`src/rtl/multi_cs4_pkg.sv`:
```
// -----------------------------------------------------------------------------
// multi_cs4_pkg
//   Shared widths for the 4x4 carry-save array multiplier.
//   OP_WIDTH  : operand width (4)
//   RES_WIDTH : registered product width, 2*OP_WIDTH+1 (9)
// -----------------------------------------------------------------------------
package multi_cs4_pkg;

   localparam int OP_WIDTH  = 4;
   localparam int RES_WIDTH = 2 * OP_WIDTH + 1;

endpackage : multi_cs4_pkg

```
`src/rtl/multi_cs4_full_adder.sv`:
```
// -----------------------------------------------------------------------------
// full_adder
//   One-bit full adder cell, used for both the carry-save rows and the final
//   ripple-carry adder of multi_cs4.
//   Ports:
//     a_i, b_i, cin_i : addend bits
//     s_o             : sum bit
//     cout_o          : carry-out bit
// -----------------------------------------------------------------------------
module full_adder (
   input  logic a_i,
   input  logic b_i,
   input  logic cin_i,
   output logic s_o,
   output logic cout_o
);

   assign s_o    = a_i ^ b_i ^ cin_i;
   assign cout_o = (a_i & b_i) | (a_i & cin_i) | (b_i & cin_i);

endmodule : full_adder

```
`src/rtl/multi_cs4.sv`:
```
// -----------------------------------------------------------------------------
// multi_cs4
//   Unsigned 4x4 carry-save array multiplier with a registered 9-bit product.
//   A new operand pair is accepted every cycle; the product appears one clock
//   after the operands are sampled. No handshake, no enable.
//   Ports:
//     clk    : rising-edge clock
//     rst    : asynchronous, active-high reset (clears result)
//     a      : 4-bit unsigned multiplicand
//     b      : 4-bit unsigned multiplier
//     result : 9-bit registered product a*b (bit 8 is the final carry-out)
// -----------------------------------------------------------------------------
module multi_cs4
   import multi_cs4_pkg::*;
(
   input  logic                 clk,
   input  logic                 rst,
   input  logic [OP_WIDTH-1:0]  a,
   input  logic [OP_WIDTH-1:0]  b,
   output logic [RES_WIDTH-1:0] result
);

   // pp[i][j] = a[j] & b[i]; row i carries weight i+j in column j.
   logic [OP_WIDTH-1:0][OP_WIDTH-1:0] pp;

   // Per-row sum and carry vectors of the carry-save array. Row 0 is the raw
   // partial-product row with no carries.
   logic [OP_WIDTH-1:0][OP_WIDTH-1:0] row_sum;
   logic [OP_WIDTH-1:0][OP_WIDTH-1:0] row_carry;

   // Final ripple adder operands/results.
   logic [OP_WIDTH-1:0] rca_x;
   logic [OP_WIDTH-1:0] rca_y;
   logic [OP_WIDTH-1:0] rca_s;
   logic [OP_WIDTH:0]   rca_c;

   logic [RES_WIDTH-1:0] result_d;
   logic [RES_WIDTH-1:0] result_q;

   always_comb begin
      pp = '0;
      for (int i = 0; i < OP_WIDTH; i++) begin
         for (int j = 0; j < OP_WIDTH; j++) begin
            pp[i][j] = a[j] & b[i];
         end
      end
   end

   assign row_sum[0]   = pp[0];
   assign row_carry[0] = '0;

   // Cell (i,j) adds three bits of weight i+j: the row's partial product,
   // the previous row's sum one column to the left (its column j+1), and the
   // previous row's carry from column j. Carries move down, never sideways.
   for (genvar i = 1; i < OP_WIDTH; i++) begin : g_row
      for (genvar j = 0; j < OP_WIDTH; j++) begin : g_col
         logic shifted_sum;
         if (j == OP_WIDTH - 1) begin : g_msb
            // Nothing of weight i+3 leaves the previous row as a sum.
            assign shifted_sum = 1'b0;
         end else begin : g_inner
            assign shifted_sum = row_sum[i-1][j+1];
         end
         full_adder u_fa (
            .a_i    (pp[i][j]),
            .b_i    (shifted_sum),
            .cin_i  (row_carry[i-1][j]),
            .s_o    (row_sum[i][j]),
            .cout_o (row_carry[i][j])
         );
      end
   end

   // Last row: sums of weight 4..6 (column 1..3) and carries of weight 4..7
   // are merged by a plain 4-bit ripple adder.
   assign rca_x    = {1'b0, row_sum[OP_WIDTH-1][OP_WIDTH-1:1]};
   assign rca_y    = row_carry[OP_WIDTH-1];
   assign rca_c[0] = 1'b0;

   for (genvar k = 0; k < OP_WIDTH; k++) begin : g_rca
      full_adder u_fa (
         .a_i    (rca_x[k]),
         .b_i    (rca_y[k]),
         .cin_i  (rca_c[k]),
         .s_o    (rca_s[k]),
         .cout_o (rca_c[k+1])
      );
   end

   // Bits 0..3 are the low sum bit of each row; bit 8 is the ripple carry-out,
   // which is never set for 4-bit operands but stays a real signal.
   assign result_d = {rca_c[OP_WIDTH], rca_s,
                      row_sum[3][0], row_sum[2][0], row_sum[1][0], row_sum[0][0]};

   always_ff @(posedge clk or posedge rst) begin
      if (rst) begin
         result_q <= '0;
      end else begin
         result_q <= result_d;
      end
   end

   assign result = result_q;

endmodule : multi_cs4

```
`config.mk`:
```
export PLATFORM = sky130hd
export DESIGN_NAME = multi_cs4
export DESIGN_NICKNAME = d
export VERILOG_FILES = /design/src/rtl/multi_cs4_pkg.sv /design/src/rtl/multi_cs4_full_adder.sv /design/src/rtl/multi_cs4.sv
export SDC_FILE = /design/constraint.sdc
export NUM_CORES = 1
export LEC_CHECK = 0
export CAP_MARGIN = 20
export CORE_UTILIZATION = 45
export DETAILED_ROUTE_END_ITERATION = 10
export GPL_TIMING_DRIVEN = 0
export PLACE_DENSITY = 0.85
export SETUP_SLACK_MARGIN = 0.05
export SLEW_MARGIN = 20
export SYNTH_ARGS = -nofsm -noshare
export SYNTH_HDL_FRONTEND = slang
export SYNTH_HIERARCHICAL = 1
export SYNTH_SLANG_ARGS = --single-unit
```
`constraint.sdc`:
```
create_clock -name clk -period 0.8 [get_ports clk]
set_input_delay 0.08 -clock clk [delete_from_list [all_inputs] [get_ports clk]]
set_output_delay 0.08 -clock clk [all_outputs]
set_load 0.05 [all_outputs]
```
==> metrics.yaml <==
first_pass_iters: 1
avgSynthCellArea_um2: 15.2
path_common_cell: "fa_1"
crit_arrival_ps: 3210
dpl.hpwl_um: 948
finish.net_count: 104
drt_wl_total_um: 1190
clk_pin_slew_worst_paths_ps: 60
ant_nets: 0
synth_area_um2: 653
io_buffers: 18
cp-start-kind: "primary input"
hold_ws_ps: 71.7
p_leak_nw: 0.471
drive_above_1_share_pct: 49.4
synth_seq_cells: 9
grt_pass1_wl_um: 1820
critPathBufInv: 1
final_cell_mix: "buf_6, and2_1, fa_2, conb_1, dfrtp_1"
drtIter0Drc: 0
io_pins: 19
synth_area_leaders: "fa_1, dfrtp_1, and2_1"
die_area_um2: 1610
slowest_delay_ps: 510
cts_buffers: 3
peakVddDrop_mv: 1.71
dp_cells: 84
grt_overflow: 0
p_per_area_nw_per_um2: 2510
viasPerCell: 4.46
required_ps: 920
worst_hold_path_type: "in -> reg"
ys.warnings.count: 6
grt_pass1_vias: 405
status: "complete, but fails checks"
max-cap-violations: 0
fmax_ghz: 0.324
synth_top_cell_by_area: "fa_1"
worstPathMaxFanout: 3
die_x_um: 40.1
synth_top_area_share_pct: 49.0
synth.distinct_cells: 5
gp_congestion: 0.728
area_growth_syn_to_layout_pct: 55.4
p_total_mw: 2.55
rsz0062_at_grt: "true"
violations: "setup timing"
core_area_um2: 1320
cts-hold-fix-buffers: 0
antenna_found_initial: 0
die_h_um: 40.1
tritoncts: "yes"
report.final.slew_viol_count: 0
instances_no_fill: 92
cts_buffer_depth: 2
hold_violations: 0
wl_per_cell_um: 12.9
vias: 410
worst_slack_ps: -2280
critPathKind: "in -> reg"
cts.sinks: 9
placementRows: 13
post-place-ws_ps: -3130
end_kind: "flop"
slowest_stage: "fa_1"
finalSetupViolations: 15
crit_path_cell_trace: "buf_8 > and2_4 > fa_1 > fa_1 > fa_1 > fa_2 > fa_2 > fa_2 > fa_1"
cts-root-buf: "clkbuf_4"
period_minus_slack_ps: 3080
diodes: 0
post-route-period-util_pct: 385
layout_commonest_cell: "buf_6"
drc_errors: 0
path_delay_family: "adder cells"
track_usage_pct: 19.5
h-tree-depth: 1
synthCells: 43
start_util_pct: 49.6
yosysSeqAreaShare_pct: 34.5
largest_reg_flops: 9
grt_max_degree: 10
## worst paths after layout
path                       start        end  slack (ps)  cells past startpoint
min in group asynchronous    rst  result[4]          90                      2
min                         b[0]  result[0]          70                      2
max                         a[3]  result[7]       -2280                      9
max in group asynchronous    rst  result[7]         470                      2
## timing repair
action                                  in CTS  in global routing
resized for setup                           98                  6
pin swaps                                   17                 11
setup buffers                                2                  2
endpoints found under the setup margin      16                 16
## synthesized netlist by cell type
cell type and count:
conb_1 1, fa_1 16, inv_1 1, dfrtp_1 9
and2_1 16
## report_power, final
group          leakage, nW  switching [mW]  total [mW]  internal [mW]
clock network       0.0150           0.157       0.349          0.192
registers            0.107          0.0776       0.699          0.621
logic                0.349           0.895        1.50          0.603
total                0.471            1.13        2.55           1.42
## kinds of logic after synthesis
group	synth area share, %
AND/OR/NAND/NOR	15.3
adder cells (fa/ha/maj)	49.0
other	0.574
buffers and inverters	0.574
flip-flops	34.5
## per-stage QoR
step	setup TNS (ps)	util, %	instance area (µm²)
floorplan	-8710	-	708
global placement	-16270	68.9	907
detailed placement	-16730	68.9	907
CTS	-9360	74.4	980
global route	-9180	77.0	1010
finish	-8830	77.0	1010
## layer usage
| metal | vias to the layer above | routed length, µm | global-route usage [%] |
|---|---|---|---|
| met4 | 0 | 19 | 12.9 |
| met5 | - | 0 | 0 |
| met3 | 2 | 37 | 5.00 |
| li1 | 187 | - | - |
| met2 | 13 | 699 | 33.5 |
| met1 | 208 | 434 | 21.0 |
## final cells by class
cell class / count / area, µm²
repair buffers: 22 / 246
multi-input cells: 41 / 494
well taps: 15 / 18.8
flip-flops and latches: 9 / 225
fillers: 79 / 303
inverters: 1 / 3.75
clock buffers: 4 / 26.3
No activity file was read; power rests on OpenSTA's default activity.
